File: src/rtl/keyboard_matrix_pkg.sv
`default_nettype none
// ============================================================================
// keyboard_matrix_pkg : address map, PIA register selects and window helper
// Revision 2.0
// ============================================================================
package keyboard_matrix_pkg;

    localparam int KBD_ROW_COUNT  = 10;
    localparam int KBD_ADDR_WIDTH = 5;
    localparam int KBD_HOLD_BASE  = KBD_ROW_COUNT;
    localparam int KBD_SCAN_ADDR  = 2 * KBD_ROW_COUNT;

    localparam int                      PIA_RS_WIDTH = 2;
    localparam logic [PIA_RS_WIDTH-1:0] PIA_PORTA    = 2'd0;
    localparam logic [PIA_RS_WIDTH-1:0] PIA_PORTB    = 2'd2;

    // True when the word address falls on a row, hold or the scan counter.
    function automatic logic wb_kbd_addr(input logic [KBD_ADDR_WIDTH-1:0] addr,
                                         input int row_count);
        return int'(addr) <= 2 * row_count;
    endfunction

endpackage
`default_nettype wire

File: src/rtl/keyboard_row_hold.sv
`default_nettype none
// ============================================================================
// keyboard_row_hold : per-row auto-release down-counter with expire pulse
// Revision 2.0
// ============================================================================
module keyboard_row_hold #(
    parameter int HOLD_WIDTH = 4
) (
    input  logic                  clk,
    input  logic                  rst,
    input  logic                  load,
    input  logic [HOLD_WIDTH-1:0] load_value,
    input  logic                  dec,
    output logic [HOLD_WIDTH-1:0] count,
    output logic                  expire
);

    logic [HOLD_WIDTH-1:0] r_count;

    always_ff @(posedge clk) begin
        if (rst) begin
            r_count <= '0;
        end else if (load) begin
            r_count <= load_value;
        end else if (dec && (r_count != '0)) begin
            r_count <= r_count - 1'b1;
        end
    end

    // Combinational so the row releases on the same edge as the 1 -> 0 step.
    assign expire = dec & ~load & (r_count == HOLD_WIDTH'(1));
    assign count  = r_count;

endmodule
`default_nettype wire

File: src/rtl/keyboard_matrix.sv
`default_nettype none
// ============================================================================
// keyboard_matrix : Wishbone-written key matrix scanned by the 6502 via PIA1
// Revision 2.0
// ============================================================================
module keyboard_matrix
    import keyboard_matrix_pkg::*;
#(
    parameter int ROW_COUNT     = KBD_ROW_COUNT,
    parameter int COL_WIDTH     = 8,
    parameter int ROW_SEL_WIDTH = 4,
    parameter int HOLD_WIDTH    = 4
) (
    input  logic                      wb_clock_i,
    input  logic                      wb_reset_i,
    input  logic [KBD_ADDR_WIDTH-1:0] wb_addr_i,
    input  logic [COL_WIDTH-1:0]      wb_data_i,
    output logic [COL_WIDTH-1:0]      wb_data_o,
    input  logic                      wb_we_i,
    input  logic                      wb_cycle_i,
    input  logic                      wb_strobe_i,
    input  logic                      wb_sel_i,
    output logic                      wb_stall_o,
    output logic                      wb_ack_o,
    input  logic [COL_WIDTH-1:0]      cpu_data_i,
    output logic [COL_WIDTH-1:0]      cpu_data_o,
    output logic                      cpu_data_oe,
    input  logic                      cpu_we_i,
    input  logic                      cpu_strobe_i,
    input  logic                      pia1_cs_i,
    input  logic [PIA_RS_WIDTH-1:0]   pia1_rs_i
);

    logic [COL_WIDTH-1:0]     r_rows [ROW_COUNT];
    logic [ROW_SEL_WIDTH-1:0] r_row_sel;
    logic [7:0]               r_scan;
    logic                     r_ack;
    logic [COL_WIDTH-1:0]     r_rd_data;

    logic [HOLD_WIDTH-1:0]    w_hold [ROW_COUNT];
    logic [ROW_COUNT-1:0]     w_row_wr;
    logic [ROW_COUNT-1:0]     w_hold_wr;
    logic [ROW_COUNT-1:0]     w_dec;
    logic [ROW_COUNT-1:0]     w_expire;
    logic [COL_WIDTH-1:0]     w_rd_data;
    logic [COL_WIDTH-1:0]     w_port_b;

    logic w_req, w_wr, w_rd, w_scan_wr, w_read_event, w_porta_wr;
    logic w_unused_cpu;

    assign w_req        = wb_cycle_i & wb_strobe_i;
    assign w_wr         = w_req & wb_sel_i & wb_we_i;
    assign w_rd         = w_req & wb_sel_i & ~wb_we_i;
    assign w_scan_wr    = w_wr && (int'(wb_addr_i) == KBD_SCAN_ADDR);
    assign cpu_data_oe  = pia1_cs_i & ~cpu_we_i & (pia1_rs_i == PIA_PORTB);
    assign w_read_event = cpu_data_oe & cpu_strobe_i;
    assign w_porta_wr   = pia1_cs_i & cpu_strobe_i & cpu_we_i & (pia1_rs_i == PIA_PORTA);
    assign w_unused_cpu = ^cpu_data_i[COL_WIDTH-1:ROW_SEL_WIDTH];

    generate
        for (genvar g = 0; g < ROW_COUNT; g++) begin : g_row
            assign w_row_wr[g]  = w_wr && (int'(wb_addr_i) == g);
            assign w_hold_wr[g] = w_wr && (int'(wb_addr_i) == KBD_HOLD_BASE + g);
            // A Wishbone row write freezes the hold counter for that cycle too.
            assign w_dec[g]     = w_read_event && (int'(r_row_sel) == g) && !w_row_wr[g];

            keyboard_row_hold #(
                .HOLD_WIDTH (HOLD_WIDTH)
            ) u_hold (
                .clk        (wb_clock_i),
                .rst        (wb_reset_i),
                .load       (w_hold_wr[g]),
                .load_value (wb_data_i[HOLD_WIDTH-1:0]),
                .dec        (w_dec[g]),
                .count      (w_hold[g]),
                .expire     (w_expire[g])
            );
        end
    endgenerate

    always_comb begin
        w_rd_data = '1;
        w_port_b  = '1;
        for (int i = 0; i < ROW_COUNT; i++) begin
            if (int'(r_row_sel) == i) w_port_b = r_rows[i];
        end
        if (wb_kbd_addr(wb_addr_i, ROW_COUNT)) begin
            for (int i = 0; i < ROW_COUNT; i++) begin
                if (int'(wb_addr_i) == i)                 w_rd_data = r_rows[i];
                if (int'(wb_addr_i) == KBD_HOLD_BASE + i) w_rd_data = COL_WIDTH'(w_hold[i]);
            end
            if (int'(wb_addr_i) == KBD_SCAN_ADDR) w_rd_data = COL_WIDTH'(r_scan);
        end
    end

    always_ff @(posedge wb_clock_i) begin
        if (wb_reset_i) begin
            r_ack     <= 1'b0;
            r_rd_data <= '1;
            r_row_sel <= '0;
            r_scan    <= '0;
            for (int i = 0; i < ROW_COUNT; i++) r_rows[i] <= '1;
        end else begin
            r_ack     <= w_req;
            r_rd_data <= w_rd ? w_rd_data : '1;
            if (w_porta_wr) r_row_sel <= cpu_data_i[ROW_SEL_WIDTH-1:0];
            if (w_scan_wr) begin
                r_scan <= '0;
            end else if (w_read_event && (r_row_sel == '0)) begin
                r_scan <= r_scan + 8'd1;
            end
            for (int i = 0; i < ROW_COUNT; i++) begin
                if (w_row_wr[i]) begin
                    r_rows[i] <= wb_data_i;
                end else if (w_expire[i]) begin
                    r_rows[i] <= '1;
                end
            end
        end
    end

    assign wb_ack_o   = r_ack;
    assign wb_data_o  = r_rd_data;
    assign wb_stall_o = 1'b0;
    assign cpu_data_o = w_port_b;

endmodule
`default_nettype wire

File: config.mk
export PLATFORM = sky130hd
export DESIGN_NAME = keyboard_matrix
export DESIGN_NICKNAME = d
export VERILOG_FILES = /design/src/rtl/keyboard_matrix_pkg.sv /design/src/rtl/keyboard_row_hold.sv /design/src/rtl/keyboard_matrix.sv
export SDC_FILE = /design/constraint.sdc
export NUM_CORES = 1
export LEC_CHECK = 0
export ABC_AREA = 0
export CORE_AREA = 2 2 119 121
export CTS_BUF_LIST = sky130_fd_sc_hd__clkbuf_4
export DETAILED_ROUTE_END_ITERATION = 12
export DIE_AREA = 0 0 121 123
export GPL_TIMING_DRIVEN = 0
export PLACE_DENSITY = 0.87
export SLEW_MARGIN = 20
export SYNTH_ARGS = -nofsm -noshare
export SYNTH_HDL_FRONTEND = slang
export SYNTH_SLANG_ARGS = --single-unit
export TNS_END_PERCENT = 10
File: constraint.sdc
create_clock -name wb_clock_i -period 7.2 [get_ports wb_clock_i]
set_input_delay 1.44 -clock wb_clock_i [delete_from_list [all_inputs] [get_ports wb_clock_i]]
set_output_delay 1.44 -clock wb_clock_i [all_outputs]
set_load 0.005 [all_outputs]
After elaboration in Yosys (flattened, before gate mapping)
Memory sizes are Yosys's and may differ from the RTL's.
Index checks and enable logic that the tools add are counted.
- bits in registers: 61
- memory bits (writable): 80
- input port bits: 32
- output and inout bits: 19
- logic and storage cells: 362
- memories kept: 1
- add/subtract/negate cells: 11
- magnitude comparators: 1
- equality and inequality tests: 40
- mux-type cells: 143
- bitwise logic cells: 64
- reduce and logical (&&, ||, !) cells: 88
- memory list (memory ; depth ; width ; read ports ; clocked after Yosys merged registers in ; write ports ; RTL line ; RTL):
    r_rows ; 10 ; 8 ; 10 ; 0 ; 10 ; keyboard_matrix.sv:34 ; logic [COL_WIDTH-1:0] r_rows [ROW_COUNT];
- operators with widths (kind ; count):
    $mux 8 ; 51
    $mux 4 ; 20
    $mux 1 ; 72
    $eq 5x5->1 const B ; 13
    $logic_and 1x1->1 ; 52
    $eq 4x1->1 const B ; 10
    $reduce_bool 4->1 ; 10
    $sub 4x1->4 const B ; 10
    $and 1x1->1 ; 30
    $eq 4x4->1 const B ; 6
    $eq 5x4->1 const B ; 4
    $or 1x1->1 ; 20
    $reduce_bool 2->1 ; 10
    $not 1->1 ; 14
    $eq 5x3->1 const B ; 2
    $logic_not 1->1 ; 10
    $add 8x1->8 const B ; 1
    $eq 4x3->1 const B ; 2
    $logic_not 4->1 ; 2
    $eq 5x2->1 const B ; 1
    $le 5x5->1 const B ; 1
    $logic_not 5->1 ; 1
    $eq 4x2->1 const B ; 1
    $reduce_or 3->1 ; 1
    other kinds (3) ; 3

Longest topological paths before layout
Gate-level depths: netlist of the first run.
- depth in word-level cells: 22
- mapped depth: 9
- gate-level depth less buffers: 7

Cells and area by module
Synthesis of the first run repeated with hierarchy kept, for this count alone.
- cell total of the unflattened synthesis: 998
- area, all modules: 9192.6 um^2
- by module, submodules not included (module ; times used ; cells an instance ; area an instance (um^2) ; seq. area each (um^2)):
    keyboard_matrix ; 1 ; 688 ; 6515.0 ; 2822.7
    keyboard_row_hold ; 10 ; 31 ; 267.8 ; 80.1

Least setup slack after synthesis of the first run
No wires, ideal clock.
- path type: input -> register
- start: input port wb_addr_i[2]
- end: memory r_rows[7][0], enable pin
- library setup time: 384 ps
- data arrival time: 3132 ps
- data required time: 6816 ps
- setup slack: 3684 ps
- stages on the path: 8
- buffers on the path: 2
- cells stage by stage: buf_2 buf_1 inv_1 nand2_1 nor2_1 nand3_1 nand3_1 o21ai_0
- RTL lines (item ; RTL line ; RTL):
    start: declaration ; keyboard_matrix.sv:16 ; input logic [KBD_ADDR_WIDTH-1:0] wb_addr_i,
    end: declaration ; keyboard_matrix.sv:34 ;

Final worst setup path of the first run
- start: register r_row_sel[1]
- end: output port cpu_data_o[1]
- word-level cells in the longest chain between the ends: 11
- elaborated cells on any way between the ends: 20
- classes of those cells: eq/ne (9); mux (10); reduce/logical (1)
- RTL lines (item ; RTL line ; RTL):
    start: declaration ; keyboard_matrix.sv:35 ; logic [ROW_SEL_WIDTH-1:0] r_row_sel;
    start signal: assignment ; keyboard_matrix.sv:106 ; if (w_porta_wr) r_row_sel <= cpu_data_i[ROW_SEL_WIDTH-1:0];
    $logic_not 4->1 ; keyboard_matrix.sv:85 ; if (int'(r_row_sel) == i) w_port_b = r_rows[i];
    $mux 8 (9 in series) ; keyboard_matrix.sv:85 ;
    $mux 8 (*) ; keyboard_matrix.sv:85 ;
    end: declaration ; keyboard_matrix.sv:26 ; output logic [COL_WIDTH-1:0] cpu_data_o,
Mark *: on every way between the ends. The rest lies on a longest branch, timed or not.

==> Implementation_results.wiki, run 1 <==
{| class="wikitable"
! Metric !! Value
|-
| Result of the run || finished clean
|-
| Worst Hold Margin || 0.5364 ns
|-
| Number of synthesized register bits || 141
|-
| Number of post-CTS setup repair buffers || 0
|-
| Mean cell area of the mapped netlist || 9.213 sq um
|-
| Vias after detailed routing || 8,802
|-
| Total clock buffers created by CTS || 17
|-
| Portion of total power attributed to sequential cells || 53.6%
|-
| Sequential cell area fraction in the yosys report || 40.67%
|-
| Gate count of the mapped netlist || 967
|-
| CTS Root Cell || clkbuf_4
|-
| Final core utilization || 72.44%
|-
| Total power density per cell area || 169.4 nW/um^2
|-
| Worst min path class || register to register
|-
| Number of instances resized during post-cts repair || 0
|-
| Crit path arrival time || 3.40 ns
|-
| Post-detailed-placement half-perimeter wirelength || 24,450 um
|-
| Core Region || 13,610 sq um
|-
| Total negative setup slack || 0 ns
|-
| Maximum number of pins on one net before global-route repair || 17
|-
| Worst setup path category || register to output pin
|-
| Leakage power total || 3.256 nW
|-
| Hold-fix buffer count after cts || 0
|-
| Final cycle utilization of the critical path || 67.21%
|-
| Part of the power in combinational logic || 13.3%
|-
| Height of the die || 123 um
|-
| Max-Cap Viols || 0
|-
| Final layout net count || 1,081
|-
| Crit-path most repeated cell || buf_2
|-
| Clock sink count || 141
|-
| Final antenna-violating net count || 0
|-
| DRC errors left || 0
|-
| Largest stage delay on the critical path || 0.54 ns
|-
| Ports || 51
|-
| Min Tclk post-route || 4.839 ns
|-
| Latest clock arrival within the worst-skew pair || 0.60 ns
|-
| Via/cell ratio || 7.209
|-
| Share of synthesized registers carrying an async set or reset || 0%
|-
| Std-Cell Rows || 43
|-
| Via count of the first global-routing pass || 8,139
|-
| Net switching share of the total power || 31.77%
|-
| Reg clk slew, reported paths || 0.14 ns
|-
| Proportion of layout cells with a drive suffix above 1 || 11.83%
|-
| Most common cell after layout, fill and taps aside || nor2_1
|-
| Highest fanout seen on the critical path || 10
|-
| Final estimated routing congestion in global placement || 1.076
|-
| Average wire length per cell after detail routing || 27.16 um
|-
| Distinct cells, synth || 80
|-
| Clock tree from TritonCTS || done
|-
| Transition time of the tightest slew-check pin || 1.206 ns
|-
| Number of warnings reported in the yosys synthesis log || 0
|-
| Antenna violations before repair || 1
|-
| Worst-path cell chain || buf_2, buf_2, nand3b_1, o22ai_1, a221oi_1, o21ai_0, nor2_1, clkdlybuf4s50_1
|-
| Effective utilization at floorplan || 65.45%
|-
| Net switching power || 530.7 uW
|-
| Netlist Area Pre-Place || 8909 sq um
|-
| Input/output buffers || 40
|-
| Count of final max-slew check failures || 0
|-
| Final clock skew || 0.02237 ns
|-
| Endpoints failing setup || 0
|-
| Routed wire length || 33,160 um
|-
| WP buf/inv || 3
|-
| Maximum resistive drop on vdd || 0.0001551 V
|-
| Cell with the largest stage delay on the worst path || clkdlybuf4s50_1
|-
| Global-route wire length before repair || 49,070 um
|-
| CP delay by family, top || buffers and inverters
|-
| Area added between synthesis and finish || 10.69%
|-
| Number of flops mapped to enable cells by yosys || 80
|-
| Post-synth top flop || edfxtp_1
|-
| Die extent in x || 121 um
|-
| Startpoint kind of the worst setup timing path || register
|-
| Floorplan die area || 14,880 sq um
|-
| Number of buffers between clock root and the deepest sink || 2
|-
| Worst path required time || 5.76 ns
|-
| Clk pwr share || 33.2%
|-
| Internal Power || 1.140 mW
|-
| Grt total ovfl || 0
|-
| First drt pass iteration count || 6
|-
| Top achievable clock speed || 0.2067 GHz
|-
| RSZ-0062 raised after global routing || no
|-
| Most frequent cells in the layout || nor2_1 (107), edfxtp_1 (80), nand2b_1 (66)
|-
| Number of nets produced by synthesis || 1,021
|-
| Number of design-rule violations left by the first detailed-router iteration || 1,472
|-
| Overall fraction of global-route tracks in use || 45.17%
|-
| Crit path capture type || output pin
|-
| Worst relative slew slack || 18.98%
|-
| Depth of the CTS H-tree || 4
|-
| Final hold violation count || 0
|}
layout make-up:
| class | instances | area, sq um |
|---|---|---|
| clock buffers | 17 | 127.6 |
| repair buffers | 41 | 407.9 |
| clock inverters | 15 | 173.9 |
| plain buffers | 63 | 299.0 |
| diodes | 1 | 2.502 |
| flip-flops and latches | 141 | 3623 |
| inverters | 37 | 138.9 |
| multi-input cells | 726 | 4862 |
| well taps | 180 | 225.2 |
| fillers | 1034 | 3751 |
final timing paths:
check,slack (ns),depth (start not counted),from,endpoint
min,0.54,2,r_scan[1],r_scan[1]
max reg2reg,4.23,5,r_row_sel[2],r_rows[6][6]
min reg2reg,0.54,2,r_scan[1],r_scan[1]
max,2.36,8,r_row_sel[1],cpu_data_o[1]
power groups by stage:
stage / sequential [mW] / combinational, mW / clock (mW)
floorplan: 0.901 / 0.118 / 0
global placement: 0.909 / 0.206 / 0
detailed placement: 0.911 / 0.208 / 0
CTS: 0.893 / 0.210 / 0.544
global route: 0.896 / 0.227 / 0.577
finish: 0.895 / 0.221 / 0.554
stage by stage:
stage | setup slack [ns] | power [mW] | cell area [sq um] | cells
floorplan | 3.684 | 1.019 | 8909 | 967
global placement | 1.925 | 1.115 | 9534 | 1187
detailed placement | 2.291 | 1.119 | 9552 | 1188
CTS | 2.482 | 1.647 | 9853 | 1220
global route | 2.285 | 1.700 | 9861 | 1221
finish | 2.361 | 1.670 | 9861 | 1221
synth_stat cells, types with 6 or more instances:
master,count,area (sq um)
nor2_1,107,401.6
edfxtp_1,80,2402
nand2b_1,66,412.9
dfxtp_1,61,1221
nand2_1,61,229.0
a21oi_1,46,230.2
o21ai_0,39,195.2
inv_1,36,135.1
nor3_1,31,155.2
a211oi_1,30,225.2
clkbuf_1,30,112.6
nand3_1,26,130.1
mux2i_1,23,230.2
ha_1,22,275.3
o22ai_1,22,137.6
or2_2,20,125.1
xnor2_1,20,175.2
buf_2,19,95.09
or3_1,14,87.58
xor2_1,14,122.6
nor2b_1,12,75.07
a22oi_1,11,82.58
a31oi_1,10,62.56
nand4_1,10,62.56
a221oi_1,9,78.83
buf_4,8,60.06
mux4_2,8,180.2
o211ai_1,8,60.06
mux2_2,7,78.83
a21o_1,6,45.04
a222oi_1,6,60.06
o31ai_1,6,45.04
logic make-up after synthesis:
family          Yosys count  share of synthesized area [%]
simple gates            394                          23.90
other cells               1                        0.04209
xor+xnor                 34                          3.343
flops                   141                          40.67
compound gates          237                          18.54
mux                      38                          5.492
fa+ha+maj                22                          3.090
buf+inv                 100                          4.916
tightest hold or removal path, delay by kind of cell (launching register included):
kind	cells	cell delay, ns
compound gates	1	0.06
flops	1	0.37
simple gates	1	0.07
registers in the layout, indices dropped and copies added (netlist names):
register,count
g_row.u_hold.count,40
r_row_sel,4
r_rows,80
r_scan,8
wb_ack_o,1
wb_data_o,8
metal layers:
layer  routed length (um)  vias up  GRT usage [%]  part of all wire [%]
met2                14250      774          68.50                    43
met5                    0        -              0                     0
met3                 4356      196          12.32                    13
li1                     -     3705              -                     -
met1                12180     4127          58.13                    37
met4                 2371        0          26.45                   7.2
No activity file was read; power rests on OpenSTA's default activity.
==> run 2, diff against run 1 <==
- CORE_AREA: 2 2 119 121 -> 2 2 130 132
- DIE_AREA: 0 0 121 123 -> 0 0 132 134
- PLACE_DENSITY: 0.87 -> 0.77
- clock period: 7.2 -> 3.9 ns (I/O delays scaled with it)
==> run 2 against run 1 <==
Against the previous run:
- the run now ends with DRC left
- setup slack got worse by 2.3 ns
- combinational power increased by 85%
- sequential share of layout area decreased by 0.32 points
- cell count increased by 3.5%
- highest routed layer unchanged
- worst hold slack improved by 0.0075 ns
- global-route usage decreased by 7.3 points
- non-clock buffer count increased by 3
- critical path depth increased by 1
- largest power group unchanged
==> Implementation_results.wiki, run 2 (same netlist as run 1, synthesis figures left out) <==
{| class="wikitable"
! Metric !! Value
|-
| Startpoint kind of the worst setup timing path || register
|-
| RSZ-0062 raised after global routing || yes
|-
| Number of buffers between clock root and the deepest sink || 2
|-
| Via count of the first global-routing pass || 7,993
|-
| DRC errors left || 2
|-
| Via/cell ratio || 6.756
|-
| Maximum resistive drop on vdd || 0.0002489 V
|-
| Top achievable clock speed || 0.2604 GHz
|-
| Proportion of layout cells with a drive suffix above 1 || 12.94%
|-
| Final antenna-violating net count || 0
|-
| Overall fraction of global-route tracks in use || 37.88%
|-
| Min Tclk post-route || 3.841 ns
|-
| Clock sink count || 141
|-
| Antenna violations before repair || 1
|-
| Die extent in x || 132 um
|-
| Floorplan die area || 17,690 sq um
|-
| Final layout net count || 1,084
|-
| Worst min path class || register to register
|-
| Ports || 51
|-
| Max reg flops || 80
|-
| Fraction of met3 tracks used by global routing || 8.730%
|-
| Global-route wire length before repair || 49,420 um
|-
| Clk pwr share || 31.3%
|-
| Total clock buffers created by CTS || 17
|-
| Crit path arrival time || 3.06 ns
|-
| Depth of the CTS H-tree || 4
|-
| Met2 routing resource usage after global routing || 56.54%
|-
| Internal Power || 2.037 mW
|-
| Number of design-rule violations left by the first detailed-router iteration || 1,447
|-
| Total chip power || 2.997 mW
|-
| Hold-fix buffer count after cts || 0
|-
| Count of final max-slew check failures || 0
|-
| Most common cell after layout, fill and taps aside || nor2_1
|-
| CTS Root Cell || clkbuf_4
|-
| Endpoints failing setup || 0
|-
| Final hold violation count || 0
|-
| Violated checks || DRC
|-
| Highest fanout seen on the critical path || 10
|-
| Top reg by flops || r_rows
|-
| Most frequent cells in the layout || nor2_1 (107), edfxtp_1 (80), nand2b_1 (66)
|-
| DP Cell Count || 1,230
|-
| Max-Cap Viols || 0
|-
| Post-detailed-placement half-perimeter wirelength || 24,750 um
|-
| Net switching power || 959.1 uW
|-
| Final estimated routing congestion in global placement || 1.073
|-
| Top Usage Layer GRT || met2
|-
| Result of the run || finished with violations
|-
| Worst relative slew slack || 31.30%
|-
| Transition time of the tightest slew-check pin || 1.023 ns
|-
| Part of the power in combinational logic || 13.6%
|-
| Vias after detailed routing || 8,539
|-
| Portion of total power attributed to sequential cells || 55.1%
|-
| Worst path required time || 3.12 ns
|-
| Final instance count without filler cells || 1,264
|-
| Clock tree from TritonCTS || done
|-
| Crit path capture type || output pin
|-
| Area added between synthesis and finish || 11.67%
|-
| Leakage power total || 3.268 nW
|-
| Reg clk slew, reported paths || 0.14 ns
|-
| Core Region || 16,290 sq um
|-
| Grt total ovfl || 0
|-
| Effective utilization at floorplan || 54.69%
|-
| Final clock skew || 0.02550 ns
|-
| Height of the die || 134 um
|-
| Input/output buffers || 40
|-
| Net switching share of the total power || 32.01%
|-
| First drt pass iteration count || 12
|-
| Final cycle utilization of the critical path || 98.48%
|-
| Latest clock arrival within the worst-skew pair || 0.62 ns
|-
| Worst setup path category || register to output pin
|-
| Total power density per cell area || 301.2 nW/um^2
|-
| Average wire length per cell after detail routing || 26.24 um
|-
| Maximum number of pins on one net before global-route repair || 17
|-
| Met1 GRT Util || 51.58%
|-
| Routed wire length || 33,160 um
|-
| Std-Cell Rows || 47
|}
run 2: metrics by stage:
| stage | hold slack (ns) | setup TNS [ns] | worst slack, ns | instance area (sq um) | util [%] |
|---|---|---|---|---|---|
| after detailed placement | 0.5119 | -3.486 | -0.2750 | 9622 | 59.07 |
| after global placement | 0.4992 | -14.61 | -0.6393 | 9584 | 58.84 |
| after global routing | 0.5801 | -0.04649 | -0.04412 | 9948 | 61.07 |
| after floorplan | 0.4596 | 0 | 1.044 | 8909 | - |
| final | 0.5439 | 0 | 0.05938 | 9948 | 61.07 |
| after CTS | 0.5452 | 0 | 0.02537 | 9902 | 60.79 |
run 2: cell type report:
cell class / instances / area, sq um
Inverter: 37 / 138.9
Sequential cell: 141 / 3623
Fill cell: 1463 / 6341
Tap cell: 220 / 275.3
Clock buffer: 18 / 135.1
Timing Repair Buffer: 44 / 442.9
Multi-Input combinational cell: 726 / 4897
Buffer: 63 / 310.3
Antenna cell: 1 / 2.502
Clock inverter: 14 / 122.6
run 2: repair_timing:
action	in CTS	in global routing
gates resized for setup	3	7
setup buffers	1	0
endpoints found under the setup margin	7	8
run 2: layer usage:
layer  vias to the layer above  share of wire, %
met1                      4034                39
met5                         -                 0
li1                       3706                 -
met4                         0               6.0
met3                       156                12
met2                       643                43
run 2: power by group through the flow:
stage | Combinational, mW | Clock (mW) | Sequential [mW]
floorplan | 0.217 | 0 | 1.66
global placement | 0.385 | 0 | 1.68
detailed placement | 0.387 | 0 | 1.68
CTS | 0.389 | 0.936 | 1.65
global route | 0.422 | 0.995 | 1.65
finish | 0.408 | 0.937 | 1.65
run 2: critical path: stages, from the launching register on:
cell and delay [ns]:
dfxtp_1 0.42, clkbuf_4 0.26, buf_4 0.22, nand3b_1 0.19
buf_12 0.14, o22ai_1 0.09, nor3_1 0.24, a21oi_1 0.09
o21ai_0 0.24, clkdlybuf4s50_1 0.56
run 2: path summary, 6_finish.rpt:
| check | cells past startpoint | slack, ns | end | from |
|---|---|---|---|---|
| hold / removal | 2 | 0.54 | r_scan[7] | r_scan[7] |
| setup reg to reg | 5 | 1.25 | r_rows[5][7] | r_row_sel[2] |
| setup / recovery | 9 | 0.06 | cpu_data_o[7] | r_row_sel[1] |
| hold reg to reg | 2 | 0.54 | r_scan[7] | r_scan[7] |
